===== config.mk =====
export PLATFORM = sky130hd
export DESIGN_NAME = sprite_scheduler
export DESIGN_NICKNAME = d
export VERILOG_FILES = /design/src/rtl/sprite_pkg.sv /design/src/rtl/sprite_slot_match.sv /design/src/rtl/sprite_scheduler.sv
export SDC_FILE = /design/constraint.sdc
export NUM_CORES = 2
export LEC_CHECK = 0
export ABC_AREA = 1
export ABC_CLOCK_PERIOD_IN_PS = 4300
export CAP_MARGIN = 10
export CELL_PAD_IN_SITES_DETAIL_PLACEMENT = 1
export CELL_PAD_IN_SITES_GLOBAL_PLACEMENT = 2
export CORE_ASPECT_RATIO = 0.6
export CORE_MARGIN = 2
export CORE_UTILIZATION = 35
export DETAILED_ROUTE_END_ITERATION = 8
export DONT_BUFFER_PORTS = 1
export PLACE_DENSITY = 0.81
export RECOVER_POWER = 25
export SLEW_MARGIN = 20
export SYNTH_ARGS = -nofsm -noshare
export SYNTH_HDL_FRONTEND = slang
export SYNTH_HIERARCHICAL = 1
export SYNTH_SLANG_ARGS = --single-unit
export TNS_END_PERCENT = 5

===== constraint.sdc =====
create_clock -name clk -period 4.3 [get_ports clk]
set_input_delay 0.43 -clock clk [delete_from_list [all_inputs] [get_ports clk]]
set_output_delay 0.43 -clock clk [all_outputs]
set_load 0.005 [all_outputs]

===== src/rtl/sprite_pkg.sv =====
// Shared types for the sprite pipeline (scheduler and downstream sprite controller).
//   sprite_entry_t : one attribute table entry as held in staging/live registers
//   active_slot_t  : one entry of the per-line pending/display list
//   scan_state_e   : horizontal-blank scan state machine
//   STATUS_*       : bit positions in the status word
//   unpack_entry() : bus word -> sprite_entry_t
// Optional feature macro: SPRITE_FLIP_EN (stores and carries the horizontal flip bit).
package sprite_pkg;

  // Wide enough for the largest supported table (64 entries).
  localparam int unsigned SLOT_IDX_W = 6;

  localparam int unsigned STATUS_OVERFLOW  = 0;
  localparam int unsigned STATUS_SCANNING  = 1;
  localparam int unsigned STATUS_IN_VBLANK = 2;

  typedef struct packed {
    logic       enable;
`ifdef SPRITE_FLIP_EN
    logic       flip;
`endif
    logic [3:0] tile;
    logic [9:0] y;
    logic [9:0] x;
  } sprite_entry_t;

  typedef struct packed {
    logic [SLOT_IDX_W-1:0] index;
    logic [9:0]            x;
    logic [3:0]            tile;
`ifdef SPRITE_FLIP_EN
    logic                  flip;
`endif
    logic [9:0]            dy;
  } active_slot_t;

  typedef enum logic [1:0] {
    StWaitHblank,
    StScan,
    StHold
  } scan_state_e;

  // Bits [29:24] (and [30] without flip support) are ignored.
  function automatic sprite_entry_t unpack_entry(input logic [31:0] word);
    sprite_entry_t e;
    logic          unused_word;
    unused_word = ^word;
    e.x      = word[9:0];
    e.y      = word[19:10];
    e.tile   = word[23:20];
`ifdef SPRITE_FLIP_EN
    e.flip   = word[30];
`endif
    e.enable = word[31];
    return e;
  endfunction

endpackage


===== src/rtl/sprite_slot_match.sv =====
// One display-list slot: horizontal compare against the current pixel and the
// graphic column for that pixel.
//   hcount_i     : current pixel column
//   slot_valid_i : slot holds a sprite
//   slot_x_i     : sprite left edge
//   slot_flip_i  : horizontal flip (only with SPRITE_FLIP_EN)
//   match_o      : pixel lies within the sprite's width
//   col_o        : column of the sprite graphic to fetch
// Optional feature macro: SPRITE_FLIP_EN.
module sprite_slot_match
  import sprite_pkg::*;
#(
  parameter int unsigned DIMENSION = 8
) (
  input  logic [9:0]                   hcount_i,
  input  logic                         slot_valid_i,
  input  logic [9:0]                   slot_x_i,
`ifdef SPRITE_FLIP_EN
  input  logic                         slot_flip_i,
`endif
  output logic                         match_o,
  output logic [$clog2(DIMENSION)-1:0] col_o
);

  localparam int unsigned CW = $clog2(DIMENSION);

  logic [10:0] dx;

  always_comb begin
    // 11-bit unsigned difference: pixels left of x wrap to large values and never match.
    dx      = {1'b0, hcount_i} - {1'b0, slot_x_i};
    match_o = slot_valid_i && (dx < 11'(DIMENSION));
`ifdef SPRITE_FLIP_EN
    // For dx < DIMENSION (a power of two), ~dx in CW bits equals DIMENSION-1-dx.
    col_o   = slot_flip_i ? ~dx[CW-1:0] : dx[CW-1:0];
`else
    col_o   = dx[CW-1:0];
`endif
  end

endmodule


===== src/rtl/sprite_scheduler.sv =====
// Sprite scheduler: bus-written attribute table, per-frame latch to live entries,
// horizontal-blank scan building the next line's active list, and registered
// per-pixel sprite selection for the downstream sprite controller.
//   clk, reset                        : pixel clock, synchronous active-high reset
//   chipselect/write/read/address     : bus; address NUM_SPRITES selects status
//   writedata / readdata              : entry word in, status word out (1-cycle latency)
//   hcount, vcount                    : raster position
//   hit, hit_id, tile, row, col       : winning sprite for the pixel (1-cycle latency)
// Optional feature macro: SPRITE_FLIP_EN (horizontal flip of the graphic column).
module sprite_scheduler
  import sprite_pkg::*;
#(
  parameter int unsigned NUM_SPRITES = 16,
  parameter int unsigned MAX_ACTIVE  = 4,
  parameter int unsigned DIMENSION   = 8,
  parameter int unsigned H_ACTIVE    = 640,
  parameter int unsigned H_TOTAL     = 800,
  parameter int unsigned V_ACTIVE    = 480,
  parameter int unsigned V_TOTAL     = 525
) (
  input  logic                           clk,
  input  logic                           reset,
  input  logic                           chipselect,
  input  logic                           write,
  input  logic                           read,
  input  logic [$clog2(NUM_SPRITES):0]   address,
  input  logic [31:0]                    writedata,
  output logic [31:0]                    readdata,
  input  logic [9:0]                     hcount,
  input  logic [9:0]                     vcount,
  output logic                           hit,
  output logic [$clog2(NUM_SPRITES)-1:0] hit_id,
  output logic [3:0]                     tile,
  output logic [$clog2(DIMENSION)-1:0]   row,
  output logic [$clog2(DIMENSION)-1:0]   col
);

  localparam int unsigned IDW = $clog2(NUM_SPRITES);
  localparam int unsigned RCW = $clog2(DIMENSION);
  localparam int unsigned AW  = IDW + 1;

  localparam logic [9:0]     H_ACT_L  = 10'(H_ACTIVE);
  localparam logic [9:0]     H_LAST_L = 10'(H_TOTAL - 1);
  localparam logic [9:0]     V_ACT_L  = 10'(V_ACTIVE);
  localparam logic [9:0]     V_LAST_L = 10'(V_TOTAL - 1);
  localparam logic [IDW-1:0] IDX_LAST = IDW'(NUM_SPRITES - 1);

  sprite_entry_t   staging_q [NUM_SPRITES];
  sprite_entry_t   staging_d [NUM_SPRITES];
  sprite_entry_t   live_q    [NUM_SPRITES];
  sprite_entry_t   live_d    [NUM_SPRITES];
  active_slot_t    pend_q    [MAX_ACTIVE];
  active_slot_t    pend_d    [MAX_ACTIVE];
  active_slot_t    disp_q    [MAX_ACTIVE];
  active_slot_t    disp_d    [MAX_ACTIVE];
  logic [MAX_ACTIVE-1:0] pend_vld_q, pend_vld_d;
  logic [MAX_ACTIVE-1:0] disp_vld_q, disp_vld_d;

  scan_state_e     state_q, state_d;
  logic [IDW-1:0]  scan_idx_q, scan_idx_d;
  logic [9:0]      target_q, target_d;
  logic            overflow_q, overflow_d;
  logic [31:0]     readdata_q, readdata_d;

  logic            hit_q, hit_d;
  logic [IDW-1:0]  hit_id_q, hit_id_d;
  logic [3:0]      tile_q, tile_d;
  logic [RCW-1:0]  row_q, row_d;
  logic [RCW-1:0]  col_q, col_d;

  logic            frame_latch, bus_wr_entry, rd_status;
  logic [31:0]     status_word;
  sprite_entry_t   cur_entry;
  logic [9:0]      scan_dy;
  logic            scan_qual;
  active_slot_t    new_slot;
  logic            appended, ovf_set;
  logic            in_active;
  logic [MAX_ACTIVE-1:0] slot_match;
  logic [RCW-1:0]  slot_col [MAX_ACTIVE];
  logic            unused_slot_bits;

  assign frame_latch  = (vcount == V_ACT_L) && (hcount == 10'd0);
  assign bus_wr_entry = chipselect && write && (address < AW'(NUM_SPRITES));
  assign rd_status    = chipselect && read && (address == AW'(NUM_SPRITES));
  assign in_active    = (hcount < H_ACT_L) && (vcount < V_ACT_L);

  always_comb begin
    status_word                   = '0;
    status_word[STATUS_OVERFLOW]  = overflow_q;
    status_word[STATUS_SCANNING]  = (state_q == StScan);
    status_word[STATUS_IN_VBLANK] = (vcount >= V_ACT_L);
  end

  // Entry under examination this scan cycle.
  always_comb begin
    cur_entry      = live_q[scan_idx_q];
    scan_dy        = target_q - cur_entry.y;  // modulo 1024 by width
    scan_qual      = cur_entry.enable && ({1'b0, scan_dy} < 11'(DIMENSION));
    new_slot       = '0;
    new_slot.index = SLOT_IDX_W'(scan_idx_q);
    new_slot.x     = cur_entry.x;
    new_slot.tile  = cur_entry.tile;
`ifdef SPRITE_FLIP_EN
    new_slot.flip  = cur_entry.flip;
`endif
    new_slot.dy    = scan_dy;
  end

  always_comb begin
    staging_d   = staging_q;
    live_d      = live_q;
    pend_d      = pend_q;
    pend_vld_d  = pend_vld_q;
    disp_d      = disp_q;
    disp_vld_d  = disp_vld_q;
    state_d     = state_q;
    scan_idx_d  = scan_idx_q;
    target_d    = target_q;
    overflow_d  = overflow_q;
    readdata_d  = '0;
    appended    = 1'b0;
    ovf_set     = 1'b0;

    // Latch reads staging_q, so a same-cycle bus write goes live one frame later.
    if (frame_latch) live_d = staging_q;
    if (bus_wr_entry) staging_d[address[IDW-1:0]] = unpack_entry(writedata);

    unique case (state_q)
      StWaitHblank: begin
        if (hcount == H_ACT_L) begin
          state_d    = StScan;
          scan_idx_d = '0;
          target_d   = (vcount == V_LAST_L) ? 10'd0 : vcount + 10'd1;
        end
      end
      StScan: begin
        if (scan_qual) begin
          for (int i = 0; i < MAX_ACTIVE; i++) begin
            if (!appended && !pend_vld_q[i]) begin
              pend_d[i]     = new_slot;
              pend_vld_d[i] = 1'b1;
              appended      = 1'b1;
            end
          end
          if (!appended) ovf_set = 1'b1;
        end
        if (scan_idx_q == IDX_LAST) state_d = StHold;
        else scan_idx_d = scan_idx_q + 1'b1;
      end
      StHold: begin
        if (hcount == H_LAST_L) begin
          disp_d     = pend_q;
          disp_vld_d = pend_vld_q;
          pend_vld_d = '0;
          for (int i = 0; i < MAX_ACTIVE; i++) pend_d[i] = '0;
          state_d    = StWaitHblank;
        end
      end
      default: state_d = StWaitHblank;
    endcase

    if (rd_status) begin
      readdata_d = status_word;
      overflow_d = 1'b0;
    end
    if (ovf_set) overflow_d = 1'b1;
  end

  for (genvar g = 0; g < MAX_ACTIVE; g++) begin : g_slot
    sprite_slot_match #(
      .DIMENSION (DIMENSION)
    ) u_match (
      .hcount_i     (hcount),
      .slot_valid_i (disp_vld_q[g]),
      .slot_x_i     (disp_q[g].x),
`ifdef SPRITE_FLIP_EN
      .slot_flip_i  (disp_q[g].flip),
`endif
      .match_o      (slot_match[g]),
      .col_o        (slot_col[g])
    );
  end

  // Slots fill in ascending entry order, so the lowest matching slot is the lowest index.
  always_comb begin
    hit_d    = 1'b0;
    hit_id_d = '0;
    tile_d   = '0;
    row_d    = '0;
    col_d    = '0;
    if (in_active) begin
      for (int i = 0; i < MAX_ACTIVE; i++) begin
        if (!hit_d && slot_match[i]) begin
          hit_d    = 1'b1;
          hit_id_d = disp_q[i].index[IDW-1:0];
          tile_d   = disp_q[i].tile;
          row_d    = disp_q[i].dy[RCW-1:0];
          col_d    = slot_col[i];
        end
      end
    end
  end

  // dy < DIMENSION and index < NUM_SPRITES, so the upper slot bits carry no information.
  always_comb begin
    unused_slot_bits = 1'b0;
    for (int i = 0; i < MAX_ACTIVE; i++) begin
      unused_slot_bits = unused_slot_bits ^ (^{disp_q[i].index, disp_q[i].dy});
    end
  end

  always_ff @(posedge clk) begin
    if (reset) begin
      for (int i = 0; i < NUM_SPRITES; i++) begin
        staging_q[i] <= '0;
        live_q[i]    <= '0;
      end
      for (int i = 0; i < MAX_ACTIVE; i++) begin
        pend_q[i] <= '0;
        disp_q[i] <= '0;
      end
      pend_vld_q <= '0;
      disp_vld_q <= '0;
      state_q    <= StWaitHblank;
      scan_idx_q <= '0;
      target_q   <= '0;
      overflow_q <= 1'b0;
      readdata_q <= '0;
      hit_q      <= 1'b0;
      hit_id_q   <= '0;
      tile_q     <= '0;
      row_q      <= '0;
      col_q      <= '0;
    end else begin
      staging_q  <= staging_d;
      live_q     <= live_d;
      pend_q     <= pend_d;
      disp_q     <= disp_d;
      pend_vld_q <= pend_vld_d;
      disp_vld_q <= disp_vld_d;
      state_q    <= state_d;
      scan_idx_q <= scan_idx_d;
      target_q   <= target_d;
      overflow_q <= overflow_d;
      readdata_q <= readdata_d;
      hit_q      <= hit_d;
      hit_id_q   <= hit_id_d;
      tile_q     <= tile_d;
      row_q      <= row_d;
      col_q      <= col_d;
    end
  end

  assign readdata = readdata_q;
  assign hit      = hit_q;
  assign hit_id   = hit_id_q;
  assign tile     = tile_q;
  assign row      = row_q;
  assign col      = col_q;

endmodule


== Yosys cells after proc, flatten, opt, wreduce, memory -nomap -nowiden ==
Cells that the tools add are included.

* Add/sub/neg operators: 7
* Multiply operators: 0
* Divide/modulo/power cells: 0
* $lt $le $gt $ge: 12
* Equality and inequality tests: 17
* Shifts and indexed selects: 0
* Multiplexer cells: 67
* Bitwise operators: 4
* Reduce and logical (&&, ||, !) cells: 43

{| class="wikitable"
|+ Operators with widths
! operator !! number
|-
| bitwise mux 400 bit || 1
|-
| 2-to-1 mux 118 bit || 2
|-
| case mux 118 bit (2 select lines) || 1
|-
| binary-select mux 25 bit (select 4 bit) || 1
|-
| demux 25 bit (select 4 bit) || 1
|-
| 2-to-1 mux 30 bit || 3
|-
| 2-to-1 mux 25 bit || 3
|-
| 2-to-1 mux 4 bit || 12
|-
| less-than comparator 11 x 4 -> 1 bit, second input constant || 4
|-
| subtractor 10 x 10 -> 11 bit || 4
|-
| == test 10 bit, second input constant || 3
|-
| 2-to-1 mux 28 bit || 1
|-
| 2-to-1 mux 1 bit || 27
|-
| 2-to-1 mux 3 bit || 8
|-
| logical AND 1 bit || 18
|-
| case mux 4 bit (2 select lines) || 2
|-
| AND reduction 4 bit || 4
|-
| adder 10 x 1 -> 10 bit, second input constant || 1
|-
| == test 10 x 9 -> 1 bit, second input constant || 1
|-
| >= comparator 10 x 9 -> 1 bit, second input constant || 1
|-
| >= comparator 5 bit, second input constant || 2
|-
| zero test 10 bit || 1
|-
| less-than comparator 10 bit, second input constant || 1
|-
| less-than comparator 10 x 4 -> 1 bit, second input constant || 1
|-
| other kinds (22) || 47
|}

* Flip-flop bits (word level): 1040
* Latch bits: 0
* Memory bits (writable): 0
* Memory bits (read-only): 0
* Output and inout bits: 47
* Memories kept: 0

== Logic depth before layout (Yosys ltp) ==
* Depth after elaboration: 28
* Depth in mapped cells: 27
* Mapped depth without buffers: 22

== Modules after synthesis ==
The synthesis kept the hierarchy.

{| class="wikitable"
|+ By module, submodules not included
! module !! times used !! cells an instance !! area an instance (µm²)
|-
| sprite_scheduler || 1 || 5453 || 40968.0
|-
| sprite_slot_match || 4 || 123 || 635.6
|}

== Worst setup path after synthesis ==
Ideal clock, no wire load.

* Kind: register -> register
* Start point: register scan_idx_q[0]
* End point: register pend_q[32] (netlist name)
* Data arrival time: 3434 ps
* Slack: 751 ps
* Cell stages (with the launch flop): 28
* Buffers on the path: 6
* Period minus slack after synthesis: 3549 ps
* Path through: dfxtp_1 > inv_2 > buf_4 > buf_2 > buf_2 > clkbuf_1 > o21ai_0 > o22ai_1 > o211ai_1 > nand2_1 > ha_1 > fa_1 > inv_1 > nand3_1 > nand2_1 > nand2_1 > nand2_1 > nand2_1 > nand2_1 > nand3_1 > nor2_1 > nand3_2 > nand2_4 > buf_6 > buf_6 > nand3_1 > nand2_1 > nor2_1

* Cells in the longest elaborated chain, start to end: 9

{| class="wikitable"
|+ RTL lines
! element !! RTL line !! source
|-
| start, declared || sprite_scheduler.sv:60 || <nowiki>logic [IDW-1:0] scan_idx_q, scan_idx_d;</nowiki>
|-
| start signal, assigned || sprite_scheduler.sv:243 || <nowiki>scan_idx_q <= scan_idx_d;</nowiki>
|-
| inverter 4 -> 5 bit (implied by the code) * || sprite_scheduler.sv:97 || <nowiki>cur_entry = live_q[scan_idx_q];</nowiki>
|-
| binary-select mux 25 bit (select 4 bit) * || sprite_scheduler.sv:97 ||
|-
| 2-to-1 mux 25 bit (implied by the code) * (2 in a row) || sprite_scheduler.sv:97 ||
|-
| subtractor 10 bit || sprite_scheduler.sv:98 || <nowiki>scan_dy = target_q - cur_entry.y;</nowiki>
|-
| less-than comparator 10 x 4 -> 1 bit || sprite_scheduler.sv:99 || <nowiki>scan_qual = cur_entry.enable && ({1'b0, scan_dy} < 11'(DIMENSION));</nowiki>
|-
| logical AND 1 bit || sprite_scheduler.sv:99 ||
|-
| != test 2 x 1 -> 1 bit (no line) || -- ||
|-
| AND reduction 4 bit (no line) || -- ||
|-
| end signal, assigned || sprite_scheduler.sv:238 || <nowiki>pend_q <= pend_d;</nowiki>
|-
| end, declared || sprite_scheduler.sv:52 || <nowiki>active_slot_t pend_q [MAX_ACTIVE];</nowiki>
|}

Mark *: on every way between the ends. The rest lies on a longest branch, timed or not. The select of a mux whose other input is x is not followed.
A chain may end at the register's enable or synchronous reset.

== Final worst setup path ==
* Start point: register scan_idx_q[0]
* End point: register pend_q[77] (netlist name)

The elaborated chain is that of the path after synthesis.

==> summary.md <==
| Metric | Value |
|---|---|
| Status | `finished with violations` |
| Failing checks | `capacitance limit, slew limit` |
| Mapped Avg Cell Area | `7.32 sq um` |
| DR pass1 iterations | `5` |
| Sum Neg Setup Slack | `0 ns` |
| Path type of the worst setup path | `register to register` |
| Die ar. | `127,000 sq um` |
| Final ANT Viol Nets | `0` |
| FF-to-FF Start | `scan_idx_q[0]$_SDFFE_PP0P_` |
| Max-cap viol count | `5` |
| First-pass GRT wire length | `248,000 um` |
| Initial antenna violation count | `17` |
| Number of cell rows | `100` |
| Starting Density | `0.352` |
| Max frequency | `249 MHz` |
| Core Region | `124,000 sq um` |
| Crit path time final | `4.02 ns` |
| Drt total wl | `161,000 um` |
| Setup crit start | `scan_idx_q[0]$_SDFFE_PP0P_` |
| Finished Layout Cells | `7,431` |
| Count of input and output buffers | `0` |
| Number of I/O pins | `109` |
| Synth-to-Final Area Change | `11.1%` |
| Worst r2r dst | `pend_q[77]$_SDFFE_PP0P_` |
| CTS tree | `yes` |
| Flop2flop setup slack | `0.28 ns` |
| Critical Path Sink | `pend_q[77]$_SDFFE_PP0P_` |
| Die Y | `277 um` |
| Share of flip-flops with an asynchronous set or reset | `0` |
| Slew @ Worst Pin | `2.78 ns` |
| Final-report setup violation count | `0` |
| Gpl congestion | `0.821` |
| DP Cell Count | `7,209` |
| Synthesized cell area | `43,500 sq um` |
| Mapped Cells | `5,945` |
| Crit path DAT | `4.66 ns` |
| Total Routing Usage GR | `0.248` |
| HP Class | `primary input to register` |
| #FFs+latches synth | `1,011` |
| Max clock buf depth | `3` |
| Seq/Total Area, Yosys | `0.465` |
| Post-layout util | `0.391` |
| Synth area leaders | `dfxtp_1 (47%), nor2_1 (11%), o21ai_0 (7.9%), inv_1 (4.7%), nand2_1 (4.2%)` |
| RSZ-0062 raised after global routing | `false` |
| Fin. max-slew vios | `253` |
| Placement Setup Slack | `0.247 ns` |
| Total global routing overflow | `0` |
| Leading area contributor after synthesis | `dfxtp_1` |
| CTS Buf Count | `97` |
| Vias | `40,100` |
| Clock skew | `0.0331 ns` |
| Max transition margin | `-0.851` |
| Crit Path Max Fanout | `33` |
| Post-synth EDFFs | `0` |
| Final Hold Vio Count | `0` |
| Largest net degree at the start of global routing | `214` |
| WP data required | `4.94 ns` |
| CTS clk-pin slew, worst paths | `0.07 ns` |
| Worst VDD drop | `0.000309 V` |
| Crit end category | `register` |
| Period utilization | `0.934` |
| Worst skew pair latency | `0.72 ns` |
| Synth top area share | `0.465` |
| Fill count | `15,100` |
| Die Width | `459 um` |
| H-tree levels | `3` |
| Hpwl dp | `97,600 um` |
| Root Buffer Master | `clkbuf_16` |
| # DRC | `0` |
| Iter 0 DRT Violations | `3,200` |
| Pwr Density | `510 nW/um^2` |
| Ys flop type | `dfxtp_1` |
| Startpoint Class | `register` |
| Fin area | `48,300 sq um` |
| Leakage | `18.2 nW` |
| Most frequent cells in the layout | `nor2_1 (1,285), dfxtp_1 (1,008), o21ai_0 (683), inv_1 (537), nand2_1 (489)` |
| Layout cell share with drive strength beyond 1 | `0.0585` |
| Via density | `5.39` |
| Area post-placement | `44,600 sq um` |
| Wire per inst | `21.6 um` |
| Final nets | `5,837` |
| Clock sink count | `1,011` |
| Post-synthesis cell type count | `47` |
| Synth Warn # | `6` |
| Vias in the first global route | `39,600` |
| Most common cell after layout, fill and taps aside | `nor2_1` |
| R2R depth | `22` |
| Post-route setup slack | `0.284 ns` |
[sequential cells by signal (all words and copies together), names as in the netlist, 2 cells and up]
signal      flops
live_q        400
row             3
scan_idx_q      4
pend_q         84
tile            4
state_q         2
target_q       10
pend_vld_q      4
col             3
hit_id          4
disp_q         84
readdata        3
disp_vld_q      4
staging_q     400
[per-stage QoR]
stage,power [mW],hold slack [ns]
floorplan,13.5,0.408
global placement,15.3,0.429
detailed placement,15.4,0.437
CTS,24.7,0.00918
global route,25.8,0.0393
finish,24.6,0.0508
[layer usage]
layer	routed length [um]	share of wire	GRT usage
met2	64200	0.40	0.352
met5	68	0.00042	0
met4	2760	0.017	0.0504
met3	9030	0.056	0.0395
met1	84400	0.53	0.389
[worst min path at each step]
stage / from / to / slack (ns) / cells after the start
2_1_floorplan: overflow_q$_SDFFE_PP0P_ / readdata[0]$_SDFF_PP0_ / 0.41 / 2
3_3_place_gp: overflow_q$_SDFFE_PP0P_ / readdata[0]$_SDFF_PP0_ / 0.43 / 2
3_5_place_dp: overflow_q$_SDFFE_PP0P_ / readdata[0]$_SDFF_PP0_ / 0.44 / 2
4_1_cts: vcount[2] / target_q[2]$_SDFFE_PP0P_ / 0.009 / 3
5_1_grt: vcount[2] / target_q[2]$_SDFFE_PP0P_ / 0.04 / 3
6_report: reset / pend_q[109]$_SDFFE_PP0P_ / 0.05 / 3
[power by group]
group	total [mW]	switching [mW]	internal, mW
Clock	9.13	4.03	5.10
Combinational	5.64	4.08	1.56
Sequential	9.86	0.178	9.68
Total	24.6	8.28	16.3
[repair_timing]
| action | CTS | global route |
|---|---|---|
| buffers inserted | 0 | 4 |
| gates resized for setup | 0 | 5 |
| endpoints found under the hold margin | 614 | 0 |
| setup endpoints to repair | 0 | 71 |
| hold buffers | 33 | 0 |
[logic make-up after synthesis]
group                    Yosys count  share of synthesized area
flip-flops                      1011                      0.465
adder cells (fa/ha/maj)           61                     0.0184
buffers and inverters           1055                     0.0978
AO/OA/AOI/OAI                   1337                      0.173
other                              1                  0.0000862
AND/OR/NAND/NOR                 2470                      0.244
XOR/XNOR                          10                    0.00201
[cells in the mapped netlist (all sizes together), types with 3 or more instances]
cell and n:
xor2 6, or2 8, inv 547, o211ai 18, a21oi 328, a41oi 3
xnor2 4, a31oi 4, nor2 1305, a211oi 173, nand3 148, nand2 505
a221oi 9, o22ai 55, nand4 20, fa 5, buf 141, a21o 9
o221ai 48, nand3b 17, ha 56, nor4 229, nor3 235, clkbuf 365
dfxtp 1011, o21ai 685
[worst max-delay path, stage by stage, from the launching register on]
cell      delay, ns
dfxtp_4        0.37
buf_12         0.17
o21ai_0        0.22
o22ai_1        0.14
o211ai_1       0.55
nand2_1        0.21
inv_1          0.11
ha_1           0.27
nand2_1        0.09
inv_1          0.05
a21oi_1        0.23
nand2_1        0.12
nand2_1        0.08
nand2_1        0.07
inv_1          0.06
nand3_1        0.07
nand2_1        0.15
nand3_2        0.15
nand2_8        0.17
nand2_4        0.25
nand2_1        0.14
nand2_1        0.07
nor2_1         0.12
[layout make-up]
class	instances	area [sq um]	area share
diodes	5	12.5	0.000259
well taps	1632	2040	0.0422
clock buffers	140	2840	0.0588
repair buffers	148	1460	0.0302
multi-input cells	3907	19200	0.397
clock inverters	39	472	0.00976
flip-flops and latches	1011	20200	0.419
inverters	549	2080	0.0431
No activity file was read; power rests on OpenSTA's default activity.
